==> src/rtl/seq_multiplier.sv <==
// Iterative shift-add multiplier (signed/unsigned) producing a 2*WIDTH product on hi/lo.
// Latency: WIDTH+1 cycles from accepted start to the done pulse; one multiply in flight.
// Backpressure: start_mult is ignored while busy; the caller holds it off until IDLE/DONE.
module seq_multiplier #(
    parameter int WIDTH = 32
) (
    input  logic             clk,
    input  logic             reset,
    input  logic             start_mult,
    input  logic             mult_sign,
    input  logic [WIDTH-1:0] a,
    input  logic [WIDTH-1:0] b,
    output logic             busy,
    output logic             done,
    output logic [WIDTH-1:0] hi,
    output logic [WIDTH-1:0] lo
);

    localparam int CW = $clog2(WIDTH);

    typedef enum logic [1:0] {
        S_IDLE,
        S_RUN,
        S_DONE
    } state_t;

    state_t state, next_state;

    // acc[2W] carry, acc[2W-1:W] partial product, acc[W-1:0] remaining multiplier bits
    logic [2*WIDTH:0]   acc;
    logic [WIDTH-1:0]   mcand;
    logic               neg;
    logic [CW-1:0]      counter;

    logic               accept;
    logic               last;
    logic [WIDTH-1:0]   a_mag;
    logic [WIDTH-1:0]   b_mag;
    logic [WIDTH:0]     sum;
    logic [2*WIDTH:0]   added;
    logic [2*WIDTH:0]   step;
    logic [2*WIDTH-1:0] prod_final;

    // Operand magnitudes and one shift-add step of the accumulator
    always_comb begin
        a_mag = a;
        b_mag = b;
        if (mult_sign && a[WIDTH-1]) a_mag = ~a + WIDTH'(1);
        if (mult_sign && b[WIDTH-1]) b_mag = ~b + WIDTH'(1);

        // acc[2W] is always zero between steps, so this add cannot overflow W+1 bits
        sum   = acc[2*WIDTH:WIDTH] + {1'b0, mcand};
        added = acc[0] ? {sum, acc[WIDTH-1:0]} : acc;
        step  = added >> 1;

        // The last step result goes straight to hi/lo, negated if the signs differed
        prod_final = step[2*WIDTH-1:0];
        if (neg) prod_final = ~step[2*WIDTH-1:0] + (2*WIDTH)'(1);
    end

    // State register
    always_ff @(posedge clk) begin
        if (reset) state <= S_IDLE;
        else       state <= next_state;
    end

    // Next-state decode and status outputs
    always_comb begin
        next_state = state;
        busy       = 1'b0;
        done       = 1'b0;
        accept     = 1'b0;
        last       = 1'b0;
        case (state)
            S_IDLE: begin
                accept = start_mult;
                if (start_mult) next_state = S_RUN;
            end
            S_RUN: begin
                busy = 1'b1;
                last = (counter == CW'(WIDTH - 1));
                if (last) next_state = S_DONE;
            end
            S_DONE: begin
                done       = 1'b1;
                accept     = start_mult;
                next_state = start_mult ? S_RUN : S_IDLE;
            end
            default: next_state = S_IDLE;
        endcase
    end

    // Datapath: capture on accept, iterate in RUN, publish hi/lo on the final step only
    always_ff @(posedge clk) begin
        if (reset) begin
            acc     <= '0;
            mcand   <= '0;
            neg     <= 1'b0;
            counter <= '0;
            hi      <= '0;
            lo      <= '0;
        end else if (accept) begin
            mcand   <= a_mag;
            acc     <= {1'b0, {WIDTH{1'b0}}, b_mag};
            neg     <= mult_sign & (a[WIDTH-1] ^ b[WIDTH-1]);
            counter <= '0;
        end else if (state == S_RUN) begin
            acc     <= step;
            counter <= counter + CW'(1);
            if (last) begin
                hi <= prod_final[2*WIDTH-1:WIDTH];
                lo <= prod_final[WIDTH-1:0];
            end
        end
    end

endmodule
==> config.mk <==
export PLATFORM = sky130hd
export DESIGN_NAME = seq_multiplier
export DESIGN_NICKNAME = d
export VERILOG_FILES = /design/src/rtl/seq_multiplier.sv
export SDC_FILE = /design/constraint.sdc
export NUM_CORES = 1
export LEC_CHECK = 0
export CAP_MARGIN = 20
export CORE_ASPECT_RATIO = 0.7
export CORE_MARGIN = 3
export CORE_UTILIZATION = 47
export DETAILED_ROUTE_END_ITERATION = 7
export PLACE_DENSITY_LB_ADDON = 0.05
export SLEW_MARGIN = 0
export SYNTH_ARGS = -nofsm -noshare
export SYNTH_HDL_FRONTEND = slang
export SYNTH_SLANG_ARGS = --single-unit
export TNS_END_PERCENT = 1
==> constraint.sdc <==
create_clock -name clk -period 6.4 [get_ports clk]
set_input_delay 1.28 -clock clk [delete_from_list [all_inputs] [get_ports clk]]
set_output_delay 1.28 -clock clk [all_outputs]
set_load 0.005 [all_outputs]
==> results_dict.tcl <==
set metrics [dict create \
    clk_pin_slew_ns 0.08 \
    cts.hold.buffers_added 0 \
    cp_max_fo 7 \
    reg2reg_from "acc[32]" \
    routed_wl_um 35540 \
    min_from "hi[9]" \
    max_freq_mhz 230.7 \
    portBuffers 133 \
    die_x_um 191.1 \
    first_pass_iters 6 \
    n_fill_cell 2184 \
    antenna_found_initial 1 \
    maxSlewHeadroom_pct 31.04 \
    grt.total_usage_pct 27.40 \
    fp.dieH_um 135.6 \
    critPathCaptureType "flip-flop" \
    gp_congestion 0.9076 \
    finalPower_mw 2.876 \
    path_class "flip-flop to flip-flop" \
    slew_viol_final 0 \
    hold_path_depth 2 \
    clk_path_buf_depth 2 \
    critPathLaunchType "flip-flop" \
    p_per_area_nw_per_um2 215.8 \
    final_hold_viol_count 0 \
    diodes 0 \
    drtIter0Drc 1112 \
    insertion_delay_ns 0.44 \
    drive_gt1_share_pct 4.949 \
    synth_top_family_by_area "compound AO/OA/AOI/OAI gates" \
    synth_compound_area_share_pct 27.45 \
    layout_commonest_cell "nor2_1" \
    h-tree-depth 4 \
    multi_input_area_sq_um 7428 \
    holdPathEnd "hi[9]" \
    worstPathRequired_ns 6.74 \
    syn_to_final_growth_pct 18.25 \
    r2r_setup_slack_ns 2.07 \
    netlist-cell-type-count 86 \
    min_period_over_period_pct 67.73 \
    worst_slew_pin_slew_ns 1.032 \
    synth_top_flop_cell "dfxtp_1" \
    post_cts_buffers 0 \
    post-dp-hpwl_um 27150 \
    syn_area_sq_um 11270 \
    rsz0062_at_grt "false" \
    drc 0 \
    ys_async_sr_fraction_pct 0 \
    cts_resized 0 \
    leakage_nw 4.804 \
    grt_max_degree 84 \
    cts_tree "done" \
    postSynthCellCount 1495 \
    vias 11219 \
    cts_buffers 17 \
    setup_tns_ns 0 \
    rows 46 \
    start_util_pct 48.83 \
    cts_sinks 168 \
    fin_crit_ns 4.335 \
    core-area_sq_um 23080 \
    synthAdderAreaFrac_pct 4.286 \
    grt_pass1_vias 9763 \
    skew_ns 0.01191 \
    dieArea_sq_um 25900 \
    seq_area_frac_synth_pct 29.84 \
    crit_arrival_ns 4.67 \
    avgSynthCellArea_sq_um 7.538 \
    cap_violations 0 \
    reg2reg_depth 12 \
    setup_viol 0 \
    status "complete, no violations" \
    synth_nets 1601 \
    ys_warn_count 0 \
    viasPerCell 5.942 \
    irDropWorstVdd_uv 186.6 \
    gr-total-overflow 0 \
    wl_per_cell_um 18.82 \
    mostFrequentLayoutCells "nor2_1 (187), nand2_1 (171), dfxtp_1 (166)" \
    hold_path.class "flip-flop to flip-flop" \
    io_pins 134 \
    rr_endpoint "hi[31]" \
    cts_root_buffer "clkbuf_16" \
    ff_latch_area_sq_um 3366 \
    synth-simple-area-share_pct 23.47 \
    synth.mux.area_fraction_pct 1.776 \
    postRouteAntennaNets 0 \
    fin_nets 1669 \
    synth_edf_count 0 \
    grt_pass1_wl_um 55790 \
    ys_ff_latch 168 \
    synthXorXnorAreaFrac_pct 8.860 \
]
==> per-stage QoR <==
| stage | instances | setup WS (ns) | cell area [sq um] | util, % | hold WS, ns |
|---|---|---|---|---|---|
| 2_1_floorplan | 1495 | 2.727 | 11270 | - | 0.4400 |
| 3_3_place_gp | 1856 | 1.935 | 12730 | 55.14 | 0.4395 |
| 3_5_place_dp | 1856 | 1.840 | 12730 | 55.14 | 0.4445 |
| 4_1_cts | 1888 | 2.169 | 13330 | 57.74 | 0.4527 |
| 5_1_grt | 1888 | 1.970 | 13330 | 57.74 | 0.4740 |
| 6_report | 1888 | 2.065 | 13330 | 57.74 | 0.4516 |
==> where the power goes <==
group	internal, mW	total [mW]	switching, mW
clock	0.561	1.07	0.507
sequential	1.09	1.16	0.0664
combinational	0.242	0.651	0.409
==> worst max-delay path by stage <==
| stage | startpoint | end | depth (start not counted) |
|---|---|---|---|
| 4_1_cts | acc[32] | hi[31] | 12 |
| 6_report | acc[32] | hi[31] | 12 |
| 3_5_place_dp | b[2] | acc[28] | 11 |
| 3_3_place_gp | b[2] | acc[28] | 11 |
| 2_1_floorplan | acc[32] | hi[29] | 12 |
| 5_1_grt | b[2] | acc[30] | 11 |
==> synth_stat cells (14+ instances only) <==
cell / instances / share of area, %
o21ai_0: 62 / 2.8
clkbuf_1: 87 / 2.9
and3_1: 14 / 0.78
ha_1: 37 / 4.1
or3_1: 24 / 1.3
a22oi_1: 34 / 2.3
dfxtp_1: 168 / 30
inv_1: 25 / 0.83
xor2_1: 57 / 4.4
nand2_1: 171 / 5.7
xnor2_1: 57 / 4.4
nor2_1: 187 / 6.2
nand3_1: 29 / 1.3
nor3_1: 44 / 2.0
a21oi_1: 140 / 6.2
a211oi_1: 76 / 5.1
o31ai_1: 18 / 1.2
nand4_1: 21 / 1.2
==> flip-flops by register name, indices dropped and copies added (netlist names) <==
register and cells:
hi 32, acc 64, mcand 32, state 2
counter 5, lo 32, neg 1
==> worst max-delay path, stage by stage (launching register included) <==
cell and delay, ns:
dfxtp_1 0.35, ha_1 0.25, fa_1 0.41, a21o_1 0.23
a221oi_4 0.41, o21ai_1 0.17, a311oi_2 0.53, nor3_1 0.15
nor3_1 0.46, nand4b_1 0.31, nand4bb_1 0.36, o31a_1 0.34
a221o_1 0.26
==> layer usage <==
layer  global-route usage, %  vias up  wire length [um]
met3                   7.292       27              4435
met1                   48.76     5065             19370
li1                        -     5601                 -
met5                       0        -                13
met2                   30.07      524             11430
met4                   4.929        2               289
==> cell type report <==
type	instances	share of cell area (%)
inverter	29	0.8168
tap	312	2.929
timing repair buffer	147	10.76
sequential	168	25.26
multi-input combinational	1200	55.74
clock inverter	15	1.305
clock buffer	17	3.192
==> cells by family (layout without fill, tap and decap cells) <==
kind of cell / Yosys count / after routing
AO/OA/AOI/OAI: 463 / 463
XOR/XNOR: 114 / 114
adder cells (fa/ha/maj): 38 / 38
buffers and inverters: 127 / 208
flip-flops: 168 / 168
multiplexers: 17 / 17
AND/OR/NAND/NOR: 568 / 568
Note: power is estimated with default switching activity, not from simulation.
